<file path="src/rtl/vga_pkg.sv">
// rtl/vga_pkg.sv - shared screen geometry, colour, octant and FSM state types
package vga_pkg;
   localparam int SCREEN_W = 160;
   localparam int SCREEN_H = 120;

   typedef logic [2:0]        colour_t;
   typedef logic [2:0]        octant_t;
   typedef logic signed [9:0] coord_t;
   typedef logic signed [10:0] crit_t;

   typedef enum logic [1:0] {IDLE, INIT, PLOT, DONE} state_t;
endpackage

</file>
<file path="src/rtl/arc_point_gen.sv">
// rtl/arc_point_gen.sv - maps centre/offsets/octant to a candidate pixel and its plot qualifier
module arc_point_gen
   import vga_pkg::*;
(
   input  logic [7:0] centre_x,
   input  logic [6:0] centre_y,
   input  coord_t     ox,
   input  coord_t     oy,
   input  octant_t    k,
   input  logic [7:0] octant_mask,
   output logic [7:0] x,
   output logic [6:0] y,
   output logic       plot_ok
);
   coord_t cx, cy, px, py;

   assign cx = $signed({2'b00, centre_x});
   assign cy = $signed({3'b000, centre_y});

   always_comb begin
      px = cx + ox;
      py = cy + oy;
      case (k)
         3'd0: begin px = cx + ox; py = cy + oy; end
         3'd1: begin px = cx + oy; py = cy + ox; end
         3'd2: begin px = cx - oy; py = cy + ox; end
         3'd3: begin px = cx - ox; py = cy + oy; end
         3'd4: begin px = cx - ox; py = cy - oy; end
         3'd5: begin px = cx - oy; py = cy - ox; end
         3'd6: begin px = cx + oy; py = cy - ox; end
         default: begin px = cx + ox; py = cy - oy; end
      endcase
   end

   // Bounds are checked on the full signed value so negative or oversize coordinates never wrap on screen.
   assign plot_ok = octant_mask[k] && !px[9] && (px < coord_t'(SCREEN_W))
                                   && !py[9] && (py < coord_t'(SCREEN_H));
   assign x = px[7:0];
   assign y = py[6:0];
endmodule

</file>
<file path="src/rtl/arc_plotter.sv">
// rtl/arc_plotter.sv - midpoint circle engine emitting one octant-masked candidate pixel per clock
module arc_plotter
   import vga_pkg::*;
(
   input  logic       clk,
   input  logic       rst,
   input  logic       start,
   input  colour_t    colour,
   input  logic [7:0] centre_x,
   input  logic [6:0] centre_y,
   input  logic [7:0] radius,
   input  logic [7:0] octant_mask,
   output logic       done,
   output logic [7:0] vga_x,
   output logic [6:0] vga_y,
   output colour_t    vga_colour,
   output logic       vga_plot
);
   state_t     state, state_next;
   colour_t    col_r;
   logic [7:0] cx_r, rad_r, mask_r;
   logic [6:0] cy_r;
   coord_t     ox, oy, ox_n, oy_n;
   crit_t      crit, crit_n, ox_w, oy_w;
   octant_t    k;
   logic       crit_le0, last_iter;
   logic [7:0] gen_x;
   logic [6:0] gen_y;
   logic       gen_ok;

   arc_point_gen u_point_gen (
      .centre_x    (cx_r),
      .centre_y    (cy_r),
      .ox          (ox),
      .oy          (oy),
      .k           (k),
      .octant_mask (mask_r),
      .x           (gen_x),
      .y           (gen_y),
      .plot_ok     (gen_ok)
   );

   // Midpoint step, applied only after the last octant of each iteration.
   assign crit_le0  = crit[10] || (crit == '0);
   assign oy_n      = oy + 10'sd1;
   assign ox_n      = crit_le0 ? ox : ox - 10'sd1;
   assign oy_w      = $signed({oy_n[9], oy_n});
   assign ox_w      = $signed({ox_n[9], ox_n});
   assign crit_n    = crit_le0 ? crit + (oy_w <<< 1) + 11'sd1
                               : crit + ((oy_w - ox_w) <<< 1) + 11'sd1;
   assign last_iter = oy_n > ox_n;

   always_comb begin
      state_next = state;
      case (state)
         IDLE: if (start) state_next = INIT;
         INIT: state_next = PLOT;
         PLOT: if (k == 3'd7 && last_iter) state_next = DONE;
         DONE: if (!start) state_next = IDLE;
         default: state_next = IDLE;
      endcase
   end

   always_ff @(posedge clk) begin
      if (rst) begin
         state      <= IDLE;
         done       <= 1'b0;
         vga_plot   <= 1'b0;
         vga_x      <= '0;
         vga_y      <= '0;
         vga_colour <= '0;
         col_r      <= '0;
         cx_r       <= '0;
         cy_r       <= '0;
         rad_r      <= '0;
         mask_r     <= '0;
         ox         <= '0;
         oy         <= '0;
         crit       <= '0;
         k          <= '0;
      end else begin
         state    <= state_next;
         done     <= (state == DONE) && start;
         vga_plot <= (state == PLOT) && gen_ok;
         case (state)
            IDLE: if (start) begin
               col_r  <= colour;
               cx_r   <= centre_x;
               cy_r   <= centre_y;
               rad_r  <= radius;
               mask_r <= octant_mask;
            end
            INIT: begin
               ox   <= $signed({2'b00, rad_r});
               oy   <= '0;
               crit <= 11'sd1 - $signed({3'b000, rad_r});
               k    <= '0;
            end
            PLOT: begin
               vga_x      <= gen_x;
               vga_y      <= gen_y;
               vga_colour <= col_r;
               k          <= k + 3'd1;
               if (k == 3'd7) begin
                  ox   <= ox_n;
                  oy   <= oy_n;
                  crit <= crit_n;
               end
            end
            default: ;
         endcase
      end
   end
endmodule

</file>
<file path="config.mk">
export PLATFORM = sky130hd
export DESIGN_NAME = arc_plotter
export DESIGN_NICKNAME = d
export VERILOG_FILES = /design/src/rtl/vga_pkg.sv /design/src/rtl/arc_point_gen.sv /design/src/rtl/arc_plotter.sv
export SDC_FILE = /design/constraint.sdc
export NUM_CORES = 1
export LEC_CHECK = 0
export CAP_MARGIN = 0
export CORE_MARGIN = 5
export CORE_UTILIZATION = 43
export CTS_CLUSTER_DIAMETER = 60
export DETAILED_ROUTE_END_ITERATION = 10
export SLEW_MARGIN = 20
export SYNTH_ARGS = -nofsm -noshare
export SYNTH_HDL_FRONTEND = slang
export SYNTH_SLANG_ARGS = --single-unit
</file>
<file path="constraint.sdc">
create_clock -name clk -period 12.69 [get_ports clk]
set_clock_uncertainty 0.1 [all_clocks]
set_input_delay 1.9035 -clock clk [delete_from_list [all_inputs] [get_ports clk]]
set_output_delay 1.9035 -clock clk [all_outputs]
set_load 0.02 [all_outputs]
</file>
==> results summary <==
The I/O pin count came out at 57. Sorting the synthesized cells by area gives the leading types as dfxtp_1 (26%), ha_1 (10%), a21oi_1 (7.0%). In the final layout, flip-flops and latches occupy 0.00180 sq mm. TritonCTS built the clock tree. The global-route wire length before repair came out at 31.2 mm.

Of the post-synthesis cell area, the dominant cell type holds 0.257. The remaining design rule violation count came out at 0. The mean post-synth cell area is approximately 7.5 sq um. The number of antenna violations at the first check in global routing came out at 0. The worst setup path category is reg -> reg. The maximum clock frequency is roughly 210 MHz.

The smallest clock period supported by the final layout is computed as approximately 4800 ps. The area added between synthesis and finish came out at 13.6%. The flow ran to the end, and the final reports show no timing, DRC or antenna violations. The net total in the final layout is 1053.

The number of distinct standard cells referenced by the synthesized netlist came out at 72. The final count of pins violating max slew came out at 0. The post-cts repair resize count is 0. The starting utilization of the core area came out at 0.439. Setup repair after global routing left no endpoint under its margin. The data required time at the worst endpoint came out at 12850 ps.

The number of max-capacitance violations reported came out at 0. Counting instances in the post-synthesis netlist gives the leading cell types as nand2_1 (130), nor2_1 (107), a21oi_1 (98), dfxtp_1 (90), ha_1 (58). After the first detailed-routing iteration, the DRC count stood at 609. The HPWL after detailed placement is 14.5 mm. The final wirelength came out at 19.4 mm. The number of vias per cell after detailed routing came out at around 5.6.

The sequential area share after synthesis came out at 0.257. The global-route congestion overflow total is 0. The number of global-route vias before repair came to 5986.

The cell count after synthesis is 934. The area enclosed by the die boundary came out at 0.0189 sq mm. Synthesis inferred 90 register bits.

The fraction of registers with async set/reset came out at 0. The horizontal die dimension is 138 um. In the final routed layout, each cell accounts on average for 16.6 um. Of the cells placed in the final design, the portion with a size suffix greater than 1 is 0.0459. The clock latency on the worst-skew pair is 350 ps. For the final routed database, the setup TNS stands at 0 ps.

At the end of routability-driven placement, the weighted congestion stood at 0.861. In this run the clock root is driven by a clkbuf_16. The total of fill cells in the finished design is roughly 1.6k. In this run the static leakage power is 3.10 nW. The overall via count from detail_route is 6532. The biggest area consumer among synthesized cells is dfxtp_1.

The site row count is 46. Along the worst path, the maximum fanout reaches 17. In this run the vertical extent of the chip is roughly 140 um. The footprint of the multi-input gates came out at 0.00486 sq mm.

The power density over cell area came out at 240 mW/mm^2. Input and output buffers added on the ports amount to 56. The relative max-transition margin came out at 0.360. The number of antenna-violating nets in the routed design came out at 0.

The tree built by TritonCTS fans out to 90 sinks. The number of diodes added for antenna fixing is 0. The total routing usage reported by global routing came out at 0.208. Setup violations remaining at the end of the flow were counted as 0.

Final hold analysis gives a worst-case slack of 354 ps. The worst-case IR drop observed on VDD is 0.116 mV. The post-synthesis net count is 1034. The number of enable-type register cells in the synthesized netlist came out at 0.

The number of buffers inserted to repair setup after CTS came out at 0. The clock slew at the register clock pins of the worst setup and hold paths is approximately 70 ps. In this run, post-CTS hold repair placed 0 buffers. The clock passes through at most 2 buffers.

STA classifies the critical path startpoint as a flop. The hold violation count in the final report is 0. The fraction of the cycle the final worst path needs is 0.380.

STA classifies the critical path endpoint as a flop. The number of buffers added by the clock tree synthesis step is 9. The count of warnings emitted by yosys came out at 0. The worst hold path belongs to the class reg -> reg. The first TritonRoute pass finished after 5 iterations.

By instance count, the leading cell after synthesis is nand2_1. Entering global routing, the biggest net connects 91 pins. The total area inside the core boundary comes to 0.0159 sq mm. In this run the number of H-tree levels came out at 3.

The data arrival time at the worst-slack endpoint came out at ~5000 ps. For the pin with the worst max-slew slack, the measured transition is 959 ps. The mapped cell area is 0.00700 sq mm. Among all flip-flop cells after synthesis, the most frequent one is dfxtp_1.
per-layer routing:
metal / vias to the layer above / track usage / part of all wire
li1: 3325 / - / -
met1: 3012 / 0.314 / 0.51
met2: 180 / 0.308 / 0.42
met3: 15 / 0.0340 / 0.057
met4: 0 / 0.0493 / 0.011
met5: - / 0 / 0
sequential cells by signal (all words and copies together) (netlist names), 7 cells and up:
name / count
oy: 10
cy_r: 7
vga_x: 8
rad_r: 8
cx_r: 8
mask_r: 8
vga_y: 7
crit: 11
ox: 10
cells in the final DEF (no fill, tap or decap), types with 7 or more instances in the layout:
cell,instances
nand2_1,130
nor2_1,106
a21oi_1,98
dfxtp_1,90
ha_1,57
clkdlybuf4s50_1,55
o21ai_0,53
xnor2_1,44
inv_1,35
nand3_1,24
xor2_1,23
nor3_1,21
mux2i_1,20
a211oi_1,14
nor2b_1,12
nand2b_1,10
clkbuf_16,9
a22oi_1,7
or3_1,7
where the power goes:
part	total, mW	switching, mW	internal, mW
registers	0.383	0.0543	0.329
clock network	0.262	0.126	0.136
logic	1.26	0.732	0.527
total	1.90	0.912	0.993
worst max-delay path, stage by stage, from the launching register on:
cell       delay, ps
dfxtp_1          380
nor4_1           470
a41o_1           680
a21oi_1          270
fa_1             470
a21o_1           190
a21oi_1          220
o21bai_1         120
a2111oi_0        540
nor2_1           130
xnor2_1          150
ha_1             300
a21oi_1          170
xor2_1           160
a31oi_1           90
a311oi_1         280
path summary, 6_finish.rpt:
path                                               end                   start  slack, ps  cells after the start
worst max-delay path             crit[10]$_SDFFE_PP0P_    crit[0]$_SDFFE_PP0P_       7870                     15
worst min-delay path            mask_r[7]$_SDFFE_PP0P_  mask_r[7]$_SDFFE_PP0P_        350                      2
worst max register to register   crit[10]$_SDFFE_PP0P_    crit[0]$_SDFFE_PP0P_       7870                     15
worst min register to register  mask_r[7]$_SDFFE_PP0P_  mask_r[7]$_SDFFE_PP0P_        350                      2
cell families (layout without fill, tap and decap cells):
| kind of cell | after synthesis | count (layout) | synth area share |
|---|---|---|---|
| adder cells (fa/ha/maj) | 63 | 63 | 0.118 |
| buffers and inverters | 90 | 114 | 0.0492 |
| AND/OR/NAND/NOR | 355 | 355 | 0.232 |
| AO/OA/AOI/OAI | 242 | 242 | 0.215 |
| flip-flops | 90 | 90 | 0.257 |
| multiplexers | 26 | 26 | 0.0420 |
| XOR/XNOR | 68 | 68 | 0.0862 |
final cells by class:
cell class              instances  share of cell area
flip-flops and latches         90               0.227
clock inverters                 7             0.00755
inverters                      36              0.0170
clock buffers                   9              0.0283
well taps                     216              0.0340
multi-input cells             754               0.611
repair buffers                 62              0.0755
metrics by stage:
| stage | cells | area, sq um | power, mW | utilization | setup WS (ps) |
|---|---|---|---|---|---|
| floorplan | 934 | 7000 | 1.36 | - | 8510 |
| global placement | 1158 | 7670 | 1.63 | 0.481 | 8070 |
| detailed placement | 1158 | 7670 | 1.63 | 0.481 | 7960 |
| CTS | 1174 | 7950 | 1.90 | 0.499 | 7920 |
| global route | 1174 | 7950 | 2.06 | 0.499 | 7490 |
| finish | 1174 | 7950 | 1.90 | 0.499 | 7870 |
Note: power is estimated with default switching activity, not from simulation.
==> edit 1: new RTL, config.mk and constraints unchanged <==
Make the reset (`rst`) asynchronous in one clocked block.
--- a/src/rtl/arc_plotter.sv
+++ b/src/rtl/arc_plotter.sv
@@ -61,7 +61,7 @@
       endcase
    end
 
-   always_ff @(posedge clk) begin
+   always_ff @(posedge clk or posedge rst) begin
       if (rst) begin
          state      <= IDLE;
          done       <= 1'b0;
Behaviour: differs if rst is asserted again (counterexample within 4 cycles, from zero or initial values and one cycle with rst high); with rst held inactive, the same outputs for 4 cycles.
==> edit 1 against the original RTL <==
  * Wire length rose by 4.5%
  * Largest cell class unchanged
  * Sequential power rose by 42%
  * Die area rose by 4.7%
  * Cell area rose by 5.0%
  * Area after synthesis rose by 5.1%
  * Sequential cell count did not move
  * Worst setup slack got worse by 360 ps
  * Combinational power rose by 52%
  * Total power rose by 43%
==> edit 1: results (changes against the original RTL) <==
| Item | Value | Unit | vs unedited |
|---|---|---|---|
| Status | completed | - | unchanged |
| Worst setup slack before clock tree synthesis | 7600 | ps | was 7960 ps |
| Routed vias | 6329 | - | was 6532 |
| Wire length of the first global-routing pass | 33.2 | mm | was 31.2 mm |
| Post-route met1 wirelength | 10.1 | mm | was 9.93 mm |
| Worst hold endpoint | mask_r[3] | - | was mask_r[7] |
| Layout Nets | 949 | - | was 1053 |
| Static Leak | 3.54 | nW | was 3.10 nW |
| Arrival time at the worst endpoint | 5310 | ps | was 4980 ps |
| Worst Hold Slack | 406 | ps | was 354 ps |
| Worst supply voltage drop on vdd | 160 | uV | was 116 uV |
| Placed wire-length estimate after detailed placement | 15.7 | mm | was 14.5 mm |
| Power consumed by sequential cells | 0.543 | mW | was 0.383 mW |
| Highest cell delay on the worst timing path | 990 | ps | was 680 ps |
| Number of stages on the worst hold path | 1 | - | was 2 |
| Distinct cell type count after synthesis | 68 | - | was 72 |
| Final period util | 40.8 | % | was 38.0% |
| Crit path capture | vga_plot | - | was crit[10] |
| Placer congestion estimate | 0.916 | - | was 0.861 |
| Ratio of cells with drive above 1 in the final layout | 10.9 | % | was 4.59% |
| Placed inst area | 0.00805 | sq mm | was 0.00767 sq mm |
| Slowest stage cell, crit path | sky130_fd_sc_hd__dfrtp_1 | - | was sky130_fd_sc_hd__a41o_1 |
| Post-detailed-routing wire length | 20.3 | mm | was 19.4 mm |
| Global Route Usage Sum | 20.8 | % | about the same |
| Met1 usage in global routing | 31.3 | % | was 31.4% |
| Total iterations of the first detailed-routing run | 6 | - | was 5 |
| Max FO, Critical Path | 27 | - | was 17 |
| Origin of the worst setup path | k[2] | - | was crit[0] |
| Worst reg2reg path depth | 13 | - | was 15 |
| Via count of the first global-routing pass | 6204 | - | was 5986 |
| Detailed router's first-iteration violation count | 465 | - | was 609 |
| Worst hold start | mask_r[3] | - | was mask_r[7] |
-- edit 1: cell types whose count changed in the layout (fill, tap and decap cells not counted), sizes merged, moves of 9 or more --
| cell | unedited run | this run |
|---|---|---|
| dfrtp | 0 | 90 |
| dfxtp | 90 | 0 |
| nand2 | 130 | 64 |
| mux2 | 4 | 50 |
| a21oi | 98 | 57 |
| nor2 | 108 | 67 |
| a21o | 5 | 18 |
| xnor2 | 45 | 32 |
| xor2 | 23 | 33 |
| a211oi | 14 | 5 |
| a31oi | 6 | 15 |
-- edit 1: cells by family (layout without fill, tap and decap cells) --
group	count (synthesis)	in the layout	share of synthesized area [%]
fa+ha+maj	63	63	11.2
xor+xnor	66	66	8.05
buf+inv	77	109	4.08
mux	67	67	10.5
compound gates	235	235	20.9
flops	90	90	30.6
simple gates	224	224	14.6
-- edit 1: layout make-up --
cell class,instances,area [sq um]
multi-input cells,655,4810
repair buffers,60,594
inverters,33,125
well taps,220,275
clock buffers,9,225
clock inverters,7,67.6
flip-flops and latches,90,2250
fillers,1595,8350
==> edit 2: new RTL, config.mk and constraints unchanged <==
Made on the original files. The 4 states of `state_t` get a Gray code encoding in 2 bits.
--- a/src/rtl/vga_pkg.sv
+++ b/src/rtl/vga_pkg.sv
@@ -8,6 +8,6 @@
    typedef logic signed [9:0] coord_t;
    typedef logic signed [10:0] crit_t;
 
-   typedef enum logic [1:0] {IDLE, INIT, PLOT, DONE} state_t;
+   typedef enum logic [1:0] {IDLE = 2'b00, INIT = 2'b01, PLOT = 2'b11, DONE = 2'b10} state_t;
 endpackage
 
Formal check against the unedited RTL: same outputs for any inputs over 4 cycles, from zero or initial values and one cycle with rst high; so few cycles prove little.
==> edit 2 against the original RTL <==
  * Die area is 0.91% lower
  * Cell area down 0.72%
  * Largest cell class unchanged
  * Utilization barely moved
  * Critical path type unchanged
  * Non-clock buffer count rose by 2
  * Area after synthesis shrank 0.98%
  * Sequential cell count did not move
  * Worst setup slack got worse by 130 ps
  * Critical path depth grew 2
  * Wire length rose by 3.5%
  * Via count rose by 0.64%
Power is not compared: it rests on default switching activity, and its combinational part moved more than twofold at a synthesized area within 25%.
==> edit 2: results (changes against the original RTL) <==
| Item | Value | Unit | vs unedited |
|---|---|---|---|
| Status | completed | - | unchanged |
| Detailed router's first-iteration violation count | 567 | - | was 609 |
| Layout Nets | 1042 | - | was 1053 |
| Critical R2R Capture | crit[9] | - | was crit[10] |
| Worst Tran Pin Value | 1010 | ps | was 959 ps |
| Ranking of synthesized cells by area | sky130_fd_sc_hd__dfxtp_1 (26%), sky130_fd_sc_hd__ha_1 (9.6%), sky130_fd_sc_hd__a21oi_1 (7.4%) | - | was sky130_fd_sc_hd__dfxtp_1 (26%), sky130_fd_sc_hd__ha_1 (10%), sky130_fd_sc_hd__a21oi_1 (7.0%) |
| Sequential fraction of the synthesis area | 26.0 | % | was 25.7% |
| Worst reg-to-reg setup slack | 7740 | ps | was 7870 ps |
| Worst hold endpoint | mask_r[2] | - | was mask_r[7] |
| Worst reg2reg path depth | 17 | - | was 15 |
| Commonest cells post-synth | sky130_fd_sc_hd__nand2_1 (136), sky130_fd_sc_hd__a21oi_1 (103), sky130_fd_sc_hd__nor2_1 (96), sky130_fd_sc_hd__dfxtp_1 (90), sky130_fd_sc_hd__ha_1 (53) | - | was sky130_fd_sc_hd__nand2_1 (130), sky130_fd_sc_hd__nor2_1 (107), sky130_fd_sc_hd__a21oi_1 (98), sky130_fd_sc_hd__dfxtp_1 (90), sky130_fd_sc_hd__ha_1 (58) |
| Met1 usage in global routing | 33.3 | % | was 31.4% |
| Placed inst area | 0.00759 | sq mm | was 0.00767 sq mm |
| Distinct cell type count after synthesis | 75 | - | was 72 |
| Worst hold start | mask_r[2] | - | was mask_r[7] |
| GR Layer Usage met3 | 2.83 | % | was 3.40% |
| Arrival time at the worst endpoint | 5090 | ps | was 4980 ps |
| GR met2 Demand/Resource | 32.1 | % | was 30.8% |
| Fill count | 1633 | - | was 1613 |
| Net switching power figure | 0.335 | mW |  |
| Maximum number of pins on one net before global-route repair | 81 | - | was 91 |
| Ratio of cells with drive above 1 in the final layout | 4.94 | % | was 4.59% |
| Antenna diode count | 0 | - | unchanged |
| Worst setup slack before clock tree synthesis | 7900 | ps | was 7960 ps |
| Hold-fix buffers at CTS | 0 | - | unchanged |
| Number of nets produced by synthesis | 1023 | - | was 1034 |
| Wire length of the first global-routing pass | 32.1 | mm | was 31.2 mm |
-- edit 2: worst max-delay path by stage --
stage | end | slack, ps
after CTS | crit[9] | 7810
after global placement | crit[9] | 8010
final | crit[9] | 7740
after floorplan | crit[10] | 8380
after global routing | crit[10] | 7380
after detailed placement | crit[10] | 7900
-- edit 2: worst max-delay path, stage by stage (launching register included) --
cell and delay (ps):
sky130_fd_sc_hd__dfxtp_1 380, sky130_fd_sc_hd__nor4_1 480, sky130_fd_sc_hd__a41o_1 690, sky130_fd_sc_hd__nor2_1 80, sky130_fd_sc_hd__a21oi_1 370, sky130_fd_sc_hd__ha_1 330, sky130_fd_sc_hd__nor2b_1 150, sky130_fd_sc_hd__o21a_1 160
sky130_fd_sc_hd__nor2_1 130, sky130_fd_sc_hd__xnor2_1 140, sky130_fd_sc_hd__ha_1 310, sky130_fd_sc_hd__nand3_1 110, sky130_fd_sc_hd__o211ai_1 130, sky130_fd_sc_hd__o41ai_1 410, sky130_fd_sc_hd__o21ai_0 190, sky130_fd_sc_hd__xor2_1 150
sky130_fd_sc_hd__mux2i_1 80, sky130_fd_sc_hd__a2111oi_0 420
-- edit 2: cells by family (layout without fill, tap and decap cells) --
kind of cell | count (synthesis) | count (layout) | share of synthesized area (%)
buffers and inverters | 87 | 111 | 5.05
flip-flops | 90 | 90 | 26.0
multiplexers | 13 | 13 | 2.35
AO/OA/AOI/OAI | 273 | 273 | 25.0
AND/OR/NAND/NOR | 345 | 345 | 22.5
adder cells (fa/ha/maj) | 58 | 58 | 11.0
XOR/XNOR | 62 | 62 | 8.03
-- edit 2: through the flow --
stage | hold slack, ps | total power, mW | utilization (%) | std cells
2_1_floorplan | 332 | 0.574 | - | 928
3_3_place_gp | 344 | 0.655 | 47.9 | 1152
3_5_place_dp | 344 | 0.655 | 47.9 | 1152
6_report | 351 | 0.936 | 49.9 | 1168
5_1_grt | 371 | 0.990 | 49.9 | 1168
4_1_cts | 354 | 0.939 | 49.9 | 1168
-- edit 2: area by class of cell --
| class | count | area, sq um | area share (%) |
|---|---|---|---|
| repair buffers | 64 | 616 | 7.80 |
| multi-input cells | 751 | 4780 | 60.6 |
| clock buffers | 11 | 243 | 3.07 |
| clock inverters | 5 | 62.6 | 0.793 |
| flip-flops and latches | 90 | 1800 | 22.8 |
| well taps | 216 | 270 | 3.42 |
| inverters | 31 | 116 | 1.47 |
-- edit 2: layer usage --
layer | part of all wire, % | vias to the layer above
met5 | 0 | -
met4 | 1.3 | 0
met3 | 5.6 | 16
met2 | 43 | 187
met1 | 50 | 3029
li1 | - | 3342
